**src/rtl/serial_word_feeder.sv**
```systemverilog
// serial_word_feeder: accepts a parallel word over a valid/ready handshake
// and streams it out one bit per bit_en strobe, back-to-back when a new
// word is offered as the last bit of the current one is consumed.
module serial_word_feeder #(
  parameter int unsigned WIDTH      = 8,
  parameter int unsigned MSB_FIRST  = 1,
  parameter logic        IDLE_LEVEL = 1'b0
) (
  input  logic             clock,
  input  logic             reset,
  input  logic [WIDTH-1:0] data_in,
  input  logic             data_valid,
  output logic             data_ready,
  input  logic             bit_en,
  output logic             serial_out,
  output logic             serial_valid,
  output logic             word_done
);

  localparam int unsigned IW = $clog2(WIDTH);
  localparam logic [IW-1:0] LAST_IDX = IW'(WIDTH - 1);

  typedef enum logic {
    IDLE  = 1'b0,
    SHIFT = 1'b1
  } state_t;

  state_t           state;
  logic [WIDTH-1:0] word;
  logic [IW-1:0]    idx;
  logic [IW-1:0]    next_idx;
  logic             last;
  logic             consume_last;
  logic             transfer;

  // Maps a serialisation index onto the bit position of the held word.
  function automatic logic [IW-1:0] bit_pos(input logic [IW-1:0] i);
    return (MSB_FIRST != 0) ? (LAST_IDX - i) : i;
  endfunction

  // Handshake and end-of-word decode; ready is combinational on bit_en so
  // the next word can be taken on the very edge that consumes the last bit.
  always_comb begin
    last         = (idx == LAST_IDX);
    next_idx     = idx + 1'b1;
    consume_last = (state == SHIFT) && last && bit_en;
    data_ready   = !reset && ((state == IDLE) || consume_last);
    word_done    = !reset && consume_last;
    transfer     = data_valid && data_ready;
  end

  // Two-state feeder FSM with registered serial outputs.
  always_ff @(posedge clock) begin
    if (reset) begin
      state        <= IDLE;
      idx          <= '0;
      word         <= '0;
      serial_out   <= IDLE_LEVEL;
      serial_valid <= 1'b0;
    end else begin
      case (state)
        IDLE: begin
          if (transfer) begin
            state        <= SHIFT;
            word         <= data_in;
            idx          <= '0;
            serial_out   <= data_in[bit_pos('0)];
            serial_valid <= 1'b1;
          end
        end
        SHIFT: begin
          if (bit_en) begin
            if (last) begin
              if (transfer) begin
                word         <= data_in;
                idx          <= '0;
                serial_out   <= data_in[bit_pos('0)];
                serial_valid <= 1'b1;
              end else begin
                state        <= IDLE;
                idx          <= '0;
                serial_out   <= IDLE_LEVEL;
                serial_valid <= 1'b0;
              end
            end else begin
              idx        <= next_idx;
              serial_out <= word[bit_pos(next_idx)];
            end
          end
        end
        default: begin
          state        <= IDLE;
          idx          <= '0;
          serial_out   <= IDLE_LEVEL;
          serial_valid <= 1'b0;
        end
      endcase
    end
  end

endmodule

```
**config.mk**
```make
export PLATFORM = sky130hd
export DESIGN_NAME = serial_word_feeder
export DESIGN_NICKNAME = d
export VERILOG_FILES = /design/src/rtl/serial_word_feeder.sv
export SDC_FILE = /design/constraint.sdc
export NUM_CORES = 1
export LEC_CHECK = 0
export ABC_AREA = 1
export BUFFER_PORTS_ARGS = -buffer_cell sky130_fd_sc_hd__clkbuf_2
export CORE_MARGIN = 10
export CORE_UTILIZATION = 54
export DETAILED_ROUTE_END_ITERATION = 8
export HOLD_SLACK_MARGIN = 0.08
export PLACE_DENSITY = 0.78
export SYNTH_ARGS = -nofsm -noshare
export SYNTH_HDL_FRONTEND = slang
export SYNTH_SLANG_ARGS = --single-unit
```
**constraint.sdc**
```tcl
create_clock -name clock -period 2.1 [get_ports clock]
set_input_delay 0.42 -clock clock [delete_from_list [all_inputs] [get_ports clock]]
set_output_delay 0.42 -clock clock [all_outputs]
set_load 0.05 [all_outputs]
```
Word level (Yosys, flattened, before mapping)
Index checks and enable logic that the tools add are counted.

Word-level logic and storage cells: 46. Register bits: 14. Output and inout port bits: 4. Bits of input ports: 12.

Multiplexer cells: 23. Add/subtract/negate cells: 2. Reductions and logical operators: 10. Eq/ne operators: 4. Order comparisons: 1. Bitwise operators: 1.

Operator list (number): 8-bit two-way mux (3); 8-bit case mux with 2 select lines (1); 1-bit two-way mux (11); 3-bit two-way mux (3); 1-bit case mux with 2 select lines (3); 3-bit case mux with 2 select lines (1); 1-bit logical AND (5); 3-bit by 4-bit less-than comparator with 1-bit output (second input constant) (1); 2-bit != test (second input constant) (2); 2-bit AND reduction (2); 3-bit by 1-bit adder with 3-bit output (second input constant) (1); 1-bit binary-select mux with 3-bit select (1); 3-bit equality test (second input constant) (1); 3-bit AND reduction (1); 3-bit subtractor (first input constant) (1); 2-bit by 1-bit != test with 1-bit output (second input constant) (1); 1-bit zero test (1); 1-bit logical OR (1); 1-bit NOT (1).

Logic depth before layout (Yosys ltp)
Gate-level depths: netlist of run 1.

Word-level depth: 10. Mapped depth: 8. Depth with buffers taken out: 8.

Least setup slack after synthesis of run 1
Ideal clock, no wire load.

Kind: flip-flop to output port. From: reg idx[0]. To: out data_ready. Data required time: 1.680 ns. Stages on the path, launching flop included: 5. Path buffers: 0. Path slack: 0.090 ns. Arrival time: 1.590 ns. Cells stage by stage: dfxtp_1 -> ha_1 -> ha_1 -> nand2_1 -> a21oi_1.

Cells in the longest elaborated chain, start to end: 5.

RTL lines: start: declaration (RTL line 30) `logic [IW-1:0] idx;`; start signal: assignment (RTL line 86) `idx <= next_idx;`; 3-bit equality test (RTL line 44) `last = (idx == LAST_IDX);`; 1-bit logical AND (2 in a row) (RTL line 46) `consume_last = (state == SHIFT) && last && bit_en;`; 1-bit logical OR (RTL line 47) `data_ready = !reset && ((state == IDLE) || consume_last);`; 1-bit logical AND (RTL line 47); end: declaration (RTL line 13) `output logic data_ready,`.

Every way passes these cells.

Worst setup path after layout of run 1
Ends and elaborated chain as after synthesis.

==> results of run 1 <==
==> registers in the layout (all words and copies together) (netlist names) <==
register      count
serial_out        1
state             1
word              8
serial_valid      1
idx               3
==> through the flow <==
stage | hold WS [ps] | std cells
final | 386 | 123
after global routing | 396 | 123
after CTS | 380 | 123
after detailed placement | 456 | 120
after global placement | 452 | 120
after floorplan | 437 | 92
==> layout by cell type (no fill, tap or decap), drive strengths merged <==
cell    instances
nor2            3
ha              2
nand3          12
o21ai          11
buf             1
clkbuf         17
a21oi          13
dfxtp          14
nand2          17
inv            18
==> worst min-delay path by stage <==
stage	startpoint	end	slack [ps]	cells after the start
floorplan	idx[2]$_SDFFE_PP0P_	idx[2]$_SDFFE_PP0P_	440	2
global placement	word[1]$_SDFFE_PP0P_	word[1]$_SDFFE_PP0P_	450	2
detailed placement	word[2]$_SDFFE_PP0P_	word[2]$_SDFFE_PP0P_	460	2
CTS	reset	state$_SDFF_PP0_	380	2
global route	reset	idx[1]$_SDFFE_PP0P_	400	2
finish	reset	state$_SDFF_PP0_	390	2
==> metal layers <==
layer  vias to the layer above  global-route usage (%)
met5                         -                       0
met4                         0                    7.22
met3                         5                    2.92
met2                        12                    16.6
met1                       283                    9.87
li1                        330                       -
==> layout make-up <==
class	count	area, um^2
Multi-Input combinational cell	58	347
Timing Repair Buffer	15	77.6
Fill cell	116	454
Inverter	18	67.6
Tap cell	15	18.8
Clock buffer	3	22.5
Sequential cell	14	282
==> cells by family (layout without fill, tap and decap cells) <==
group	after synthesis	after routing	share of synthesized area [%]
compound gates	24	24	21.7
flops	14	14	39.4
simple gates	32	32	23.6
fa+ha+maj	2	2	3.52
buf+inv	20	36	11.8
==> power by group through the flow <==
| stage | registers, mW | logic [mW] | clock network [mW] |
|---|---|---|---|
| after floorplan | 0.309 | 0.0726 | 0 |
| after global placement | 0.297 | 0.109 | 0 |
| after detailed placement | 0.298 | 0.112 | 0 |
| after CTS | 0.291 | 0.113 | 0.156 |
| after global routing | 0.294 | 0.124 | 0.166 |
| final | 0.292 | 0.112 | 0.152 |
==> critical path: cells and delay by family (launching register included) <==
kind | cells | cell delay, ps
DFF | 1 | 390
adders and majority gates | 2 | 330
buffers and inverters | 1 | 270
AOI/OAI and AO/OA | 1 | 120
and+or+nand+nor | 1 | 90
==> Yosys cell counts (2+ instances only) <==
| cell type | n |
|---|---|
| a21oi_1 | 6 |
| nor2_1 | 3 |
| nand2_1 | 15 |
| inv_1 | 15 |
| dfxtp_1 | 14 |
| inv_2 | 3 |
| a21oi_2 | 7 |
| nand3_1 | 9 |
| ha_1 | 2 |
| nand3_2 | 2 |
| o21ai_0 | 9 |
| o21ai_2 | 2 |
==> timing repair <==
action / CTS / global route
setup endpoints to repair: 0 / 2
resized for setup: 0 / 4
buffers inserted: 0 / 0
==> reports/results.tsv, run 1 <==
stage	metric	value	unit
outcome	status	finished, final reports clean	
die	die_x	56.3	um
detailed_routing	firstDrtPassIters	5	
detailed_routing	viasPerCell	5.12	
clocking	cts_tree	built	
sta	setup_slack	191	ps
sta	relSlewSlack	80.8	%
sta	period_needed	1910	ps
die	dieArea	3170	um^2
global_routing	grt_pass1_vias	630	
global_routing	grt_max_degree	19	
detailed_routing	met3_length	68	um
layout	antennaDiodeCount	0	
critical_path	cp-start-kind	register	
critical_path	r2r.worst_path.cells	8	
place	placedInstanceArea	788	um^2
clocking	root_buffer	clkbuf_4	
sta	final.setup_skew	3.69	ps
synth	synth_top_area_share	39.4	%
pwr	power.leakage	0.377	nW
global_routing	grtUsageTotal	9.81	%
critical_path	crit_path_end_kind	output port	
synth	synth.yosys.seq_area_share	39.4	%
pwr	peakVddDrop	0.000347	V
synth	synth_warnings	0	
layout	nets	124	
synth	synthDistinctLibCells	17	
synth	netlist_top_cells_area	dfxtp_1, a21oi_2, inv_1, nand2_1, nand3_1	
detailed_routing	routed_wl	1480	um
critical_path	r2r-start	idx[0]$_SDFFE_PP0P_	
layout	fin_area	815	um^2
sta	fmax	524	MHz
critical_path	worstPathCellList	ha_1 -> ha_1 -> nand2_1 -> a21oi_1 -> buf_2	
layout	area_growth	14.6	%
die	die_y	56.3	um
pwr	combPwrFrac	20.2	%
synth	ys_ff_latch	14	
clocking	path_clk_slew	80	ps
clocking	clockBufferDepth	2	
critical_path	slowest_delay	390	ps
sta	tightest_slew	289	ps
critical_path	r2r-end	serial_out$_SDFFE_PP0P_	
sta	fin_tns_setup	0	ps
sta	fin_crit_sh	90.9	%
pwr	powerDensity	682	nW/um^2
synth	syn-cell-area	711	um^2
pwr	power_switching	169	uW
global_routing	overflow	0	
place	dp_hpwl	1120	um
critical_path	cp.required	1680	ps
global_routing	antenna_found_initial	0	
place	io_buffer_count	15	
hold_path	hp-class	in -> reg	
clocking	htreeDepth	1	
synth	synthCells	92	
detailed_routing	wl_met2	688	um
detailed_routing	drt_iter0_markers	7	
critical_path	critical_path_class	reg -> out	
clocking	cts_buffers	3	
detailed_routing	topRoutingLayerUsed	met4	
detailed_routing	wire_per_inst	12.0	um
pwr	p_int	386	uW
critical_path	endpoint	data_ready	
pwr	swShare	30.4	%
critical_path	worst_path_most_repeated_cell	ha_1	
job	maxCapViolations	0	
synth	synth_area_leader_cell	dfxtp_1	
place	place.gp.congestion	0.817	
layout	drive_gt1_share	33.3	%
die	ioPinCount	16	
die	std_cell_rows	13	
synth	synth_flop_cell	dfxtp_1	
clocking	cts-hold-fix-buffers	0	
critical_path	critPathArrivalTime	1490	ps
synth	synth_edf_count	0	
synth	synth_fp_nets	106	
critical_path	crit_fanout	7	
die	coreArea	1270	um^2
clocking	cts.sinks	14	
synth	synth_area_per_cell	7.72	um^2
critical_path	reg2reg_slack	520	ps
detailed_routing	ant_nets	0	
sta	finalHoldViolations	0	
detailed_routing	post-route-drc-count	0	
sta	rsz0062_at_grt	no	
critical_path	crit_start	idx[0]$_SDFFE_PP0P_	
detailed_routing	num_vias	630	
sta	setup_viol	0	
detailed_routing	met1Wirelength	678	um
pwr	p_total	555	uW
place	dp_slack	393	ps
die	initial_core_util	56.0	%
pwr	clkPwrFrac	27.3	%
synth	synthArstFlopShare	0	%
sta	slew_viol_final	0	
clocking	clk_latency	280	ps
critical_path	cpMaxStageDelayCell	dfxtp_2	
pwr	seqPwrFrac	52.5	%
global_routing	grt_first_pass_wirelength	2530	um
layout	post-route-util	64.2	%
No activity file was read; power rests on OpenSTA's default activity.
==> run 2: changes to the inputs <==
Clock period 2.1 ns to 2.3 ns, I/O delays scaled along.
==> run 2 against run 1 <==
Clock power up 19%. Die area stayed put. Total power down 1.1%. Global-route usage down 0.75 points. Cell count grew 0.81%. First-iteration DRC count grew to 2.6 times the previous value. Combinational power down 9%. Sequential share of layout area shrank 0.57 points. Flip-flop and latch count unchanged. Core utilization increased by 0.79 points. Critical path type unchanged. Critical endpoint unchanged. Largest power group unchanged. Highest routed layer unchanged.
==> reports/results.tsv, run 2 (same netlist as run 1, synthesis figures left out) <==
stage	metric	value	unit	change
outcome	status	finished, final reports clean		
global_routing	grt_max_degree	19		unchanged
layout	largest_register_ffs	8		unchanged
sta	rsz0062_at_grt	no		
critical_path	cpMaxStageDelayCell	dfxtp_1		
sta	period_needed	2090	ps	
place	io_buffer_count	15		unchanged
layout	final_cell_mix	nand2_1, inv_1, clkbuf_2		
detailed_routing	viasPerCell	5.12		about the same
layout	drive_gt1_share	33.0	%	-0.31 points
hold_path	hp-class	in -> reg		
die	initial_core_util	56.0	%	unchanged
pwr	clkPwrFrac	32.9	%	+5.6 points
detailed_routing	ant_nets	0		unchanged
layout	area_growth	16.0	%	
critical_path	crit_fanout	7		unchanged
critical_path	path_buf_inv	1		unchanged
sta	fin_crit_sh	90.7	%	
critical_path	slowest_delay	450	ps	+60 ps
clocking	clk_latency	290	ps	about the same
die	die_x	56.3	um	unchanged
die	std_cell_rows	13		unchanged
global_routing	antenna_found_initial	0		unchanged
sta	relSlewSlack	81.3	%	+0.47 points
sta	final.setup_skew	1.19	ps	-2.50 ps
layout	nets	124		unchanged
layout	antennaDiodeCount	0		unchanged
critical_path	critPathArrivalTime	1630	ps	+140 ps
layout	fin_cells	124		+0.81%
layout	fillerInstances	123		+6.0%
global_routing	overflow	0		unchanged
pwr	swShare	29.4	%	-1.0 points
clocking	cts_buffers	3		unchanged
place	dp_slack	542	ps	+149 ps
clocking	clockBufferDepth	2		unchanged
critical_path	cp.required	1840	ps	+160 ps
clocking	cts_resized	0		unchanged
layout	reg_top3	word (8), idx (3)		
pwr	powerDensity	666	nW/um^2	-2.3%
detailed_routing	wire_per_inst	12.0	um	-0.54%
clocking	cts_tree	built		
sta	tightest_slew	282	ps	-7.12 ps
global_routing	grt_first_pass_wirelength	2420	um	-4.4%
clocking	htreeDepth	1		unchanged
pwr	power.leakage	0.383	nW	+1.7%
critical_path	crit_path_end_kind	output port		
critical_path	crit_family	flip-flops		
place	dp_hpwl	1110	um	-0.91%
place	placed_cells	120		unchanged
die	ioPinCount	16		unchanged
sta	setup_viol	0		unchanged
layout	post-route-util	65.0	%	+0.79 points
pwr	combPwrFrac	18.7	%	-1.5 points
critical_path	worst_path_most_repeated_cell	ha_1		
global_routing	grt_pass1_vias	586		-7.0%
detailed_routing	drt_iter0_markers	18		+11
die	coreArea	1270	um^2	unchanged
critical_path	cp.depth	5		unchanged
clocking	path_clk_slew	90	ps	about the same
detailed_routing	num_vias	635		+0.79%
hold_path	whs_path_depth	2		unchanged
critical_path	r2r.worst_path.cells	7		-1
die	dieArea	3170	um^2	unchanged
detailed_routing	routed_wl	1480	um	+0.27%
layout	multiInputGateArea	347	um^2	unchanged
sta	fin_tns_setup	0	ps	unchanged
pwr	power_switching	161	uW	-4.5%
sta	fmax	479	MHz	
pwr	peakVddDrop	0.000408	V	+18%
layout	register_area	280	um^2	-0.44%
pwr	p_int	388	uW	+0.42%
clocking	cts-hold-fix-buffers	0		unchanged
place	place.gp.congestion	0.814		-0.46%
detailed_routing	post-route-drc-count	0		unchanged
pwr	seqPwrFrac	48.4	%	-4.1 points
sta	slew_viol_final	0		unchanged
critical_path	critical_path_class	reg -> out		
job	maxCapViolations	0		unchanged
clocking	cts.sinks	14		unchanged
detailed_routing	firstDrtPassIters	4		-1
sta	hold-worst-slack	418	ps	+32.3 ps
layout	top_register	word		
sta	finalHoldViolations	0		unchanged
critical_path	cp-start-kind	register		
sta	setup_slack	214	ps	+22.2 ps
critical_path	worstPathCellList	ha_1 -> ha_1 -> nand2_1 -> a21oi_1 -> clkbuf_2		
global_routing	grtUsageTotal	9.05	%	-0.75 points
clocking	root_buffer	clkbuf_4		
die	die_y	56.3	um	unchanged
clocking	post_cts_buffers	0		unchanged
==> run 2: cell types whose count changed in the layout (fill, tap and decap cells not counted), sizes merged <==
cell	change
clkbuf	+2
buf	-1
==> run 2: metrics by stage <==
stage                     power (mW)  instance area (um^2)
final                          0.549                   825
after global routing           0.567                   825
after CTS                      0.550                   825
after detailed placement       0.373                   788
after global placement         0.370                   788
after floorplan                0.348                   711
==> run 2: final timing paths <==
path	start	end	slack, ps
setup reg to reg	idx[0]$_SDFFE_PP0P_	word[4]$_SDFFE_PP0P_	600
hold / removal	reset	state$_SDFF_PP0_	420
hold reg to reg	word[2]$_SDFFE_PP0P_	word[2]$_SDFFE_PP0P_	460
setup / recovery	idx[0]$_SDFFE_PP0P_	data_ready	210
==> run 2: metal layers <==
layer | vias to the layer above | routed length, um | global-route usage (%)
met3 | 5 | 80 | 2.70
met2 | 14 | 703 | 14.9
met1 | 284 | 666 | 10.1
met4 | 0 | 32 | 5.15
met5 | - | 0 | 0
li1 | 332 | - | -
==> run 2: power by group through the flow <==
stage	sequential [mW]	combinational [mW]	clock [mW]
after global placement	0.271	0.0992	0
after detailed placement	0.272	0.101	0
after CTS	0.266	0.103	0.181
after floorplan	0.282	0.0663	0
final	0.266	0.102	0.181
after global routing	0.268	0.112	0.187
==> run 2: area by class of cell <==
cell class | count | share of cell area (%)
clock buffer | 4 | 4.40
tap | 15 | 2.28
inverter | 18 | 8.19
sequential | 14 | 34.0
timing repair buffer | 15 | 9.10
multi-input combinational | 58 | 42.0
==> run 3: changes to the inputs <==
Settings changed: CORE_AREA set to 10 10 47 49, CORE_MARGIN 10 to not set, CORE_UTILIZATION 54 to not set, CTS_BUF_LIST set to sky130_fd_sc_hd__clkbuf_2 sky130_fd_sc_hd__clkbuf_4 sky130_fd_sc_hd__clkbuf_8, DIE_AREA set to 0 0 57 59, PLACE_DENSITY 0.78 to 0.77, SLEW_MARGIN set to 20.
==> run 3 against run 2 <==
Via count up 0.31%. Count of clock-buffer cells in the layout stayed put. Register-to-register slack improved by 20 ps. Cell area up 0.15%. Setup slack worse by 10 ps. Cell count rose by 0.81%. Largest power group unchanged. Non-clock buffer count did not move. Fmax down 0.50%. Sequential power is essentially flat. First-iteration DRC count down 33%. Global-route usage is 0.65 points higher. Core utilization down 6.1 points.
==> reports/results.tsv, run 3 (same netlist as run 1, synthesis figures left out) <==
stage	metric	value	unit	change
detailed_routing	firstDrtPassIters	4		unchanged
outcome	status	finished, final reports clean		
critical_path	path_buf_inv	1		unchanged
layout	drive_gt1_share	33.0	%	unchanged
detailed_routing	viasPerCell	5.10		-0.49%
detailed_routing	post-route-drc-count	0		unchanged
layout	final_cell_mix	nand2_1, inv_1, clkbuf_2		
detailed_routing	wire_per_inst	12.1	um	+0.94%
clocking	cts_resized	0		unchanged
detailed_routing	ant_nets	0		unchanged
global_routing	antenna_found_initial	0		unchanged
critical_path	crit_family	flip-flops		
pwr	powerDensity	667	nW/um^2	about the same
layout	largest_register_ffs	8		unchanged
place	dp_slack	530	ps	-12.2 ps
global_routing	grt_pass1_vias	639		+9.0%
layout	nets	124		unchanged
sta	final.setup_skew	1.67	ps	+0.479 ps
critical_path	cp-start-kind	register		
place	io_buffer_count	15		unchanged
clocking	cts.sinks	14		unchanged
sta	finalHoldViolations	0		unchanged
sta	rsz0062_at_grt	no		
die	coreArea	1400	um^2	+10%
die	initial_core_util	50.7	%	-5.3 points
critical_path	slowest_delay	470	ps	+20 ps
die	std_cell_rows	14		+1
hold_path	min_to	state$_SDFF_PP0_		
global_routing	grt_max_degree	19		unchanged
critical_path	worst_path_most_repeated_cell	ha_1		
sta	fmax	477	MHz	-0.50%
die	die_y	59	um	+4.8%
detailed_routing	num_vias	637		+0.31%
critical_path	r2r.worst_path.cells	7		unchanged
die	die_x	57	um	+1.3%
sta	setup_slack	203	ps	-10.4 ps
critical_path	crit_fanout	7		unchanged
sta	relSlewSlack	81.3	%	about the same
clocking	cts_tree	built		
critical_path	critical_path_class	reg -> out		
place	dp_hpwl	1160	um	+4.1%
global_routing	grtUsageTotal	9.71	%	+0.65 points
place	placed_cells	121		+0.83%
clocking	cts_buffers	3		unchanged
critical_path	r2r-start	idx[0]$_SDFFE_PP0P_		
sta	tightest_slew	282	ps	+0.470 ps
hold_path	hp-class	in -> reg		
die	ioPinCount	16		unchanged
clocking	root_buffer	clkbuf_4		
critical_path	cpMaxStageDelayCell	dfxtp_1		
clocking	path_clk_slew	90	ps	about the same
layout	top_register	word		
critical_path	reg2reg_slack	620	ps	+20 ps
hold_path	whs_path_depth	2		unchanged
global_routing	overflow	0		unchanged
global_routing	grt_first_pass_wirelength	2620	um	+8.3%
sta	fin_crit_sh	91.2	%	+0.45 points
layout	area_growth	16.2	%	
job	maxCapViolations	0		unchanged
sta	fin_tns_setup	0	ps	unchanged
critical_path	critPathArrivalTime	1640	ps	about the same
detailed_routing	drt_iter0_markers	12		-6
clocking	clockBufferDepth	2		unchanged
sta	period_needed	2100	ps	+10.4 ps
critical_path	crit_path_end_kind	output port		
clocking	htreeDepth	1		unchanged
pwr	p_total	551	uW	+0.22%
layout	antennaDiodeCount	0		unchanged
clocking	clk_latency	280	ps	about the same
sta	setup_viol	0		unchanged
pwr	power.leakage	0.383	nW	unchanged
critical_path	cp.required	1840	ps	about the same
detailed_routing	routed_wl	1510	um	+1.8%
hold_path	hp-start	reset		
layout	fin_cells	125		+0.81%
die	dieArea	3360	um^2	+6.2%
layout	fillerInstances	139		+13%
sta	slew_viol_final	0		unchanged
clocking	cts-hold-fix-buffers	0		unchanged
critical_path	worstPathCellList	ha_1 -> ha_1 -> nand2_1 -> a21oi_1 -> clkbuf_2		
pwr	peakVddDrop	0.000368	V	-9.8%
place	place.gp.congestion	0.851		+4.6%
layout	reg_top3	word (8), idx (3)		
clocking	post_cts_buffers	0		unchanged
critical_path	r2r-end	word[3]$_SDFFE_PP0P_		
[run 3: worst max-delay path by stage]
stage	start	endpoint	slack, ps	cells past startpoint
floorplan	idx[0]$_SDFFE_PP0P_	data_ready	250	4
global placement	idx[0]$_SDFFE_PP0P_	data_ready	580	5
detailed placement	idx[0]$_SDFFE_PP0P_	data_ready	530	5
CTS	idx[0]$_SDFFE_PP0P_	data_ready	200	5
global route	idx[0]$_SDFFE_PP0P_	data_ready	40	5
finish	idx[0]$_SDFFE_PP0P_	data_ready	200	5
[run 3: worst register-to-register path: cells and delay by family, from the launching register on]
kind | cells | cell delay [ps]
AOI/OAI and AO/OA | 2 | 340
adders and majority gates | 2 | 370
DFF | 1 | 470
and+or+nand+nor | 3 | 390
[run 3: final cells by class]
cell class | instances | area (um^2) | area share (%)
Multi-Input combinational cell | 58 | 347 | 42.0
Sequential cell | 14 | 280 | 33.9
Timing Repair Buffer | 15 | 75.1 | 9.09
Inverter | 18 | 67.6 | 8.18
Clock buffer | 4 | 36.3 | 4.39
Tap cell | 16 | 20.0 | 2.42
[run 3: per-stage QoR]
stage / area [um^2] / hold slack (ps) / util, %
floorplan: 711 / 437 / -
global placement: 790 / 454 / 56.3
detailed placement: 790 / 456 / 56.3
CTS: 826 / 408 / 58.9
global route: 826 / 420 / 58.9
finish: 826 / 417 / 58.9
[run 3: report_power, final]
group | leakage, nW | internal [mW] | switching [mW]
registers | 0.115 | 0.258 | 0.00888
clock network | 0.0210 | 0.0964 | 0.0868
logic | 0.247 | 0.0338 | 0.0669
[run 3: metal layers]
layer	vias to the layer above	wire [um]	track usage, %
met4	0	44	7.38
met1	291	619	8.61
met3	4	65	3.22
met5	-	0	0
met2	10	779	17.8
li1	332	-	-
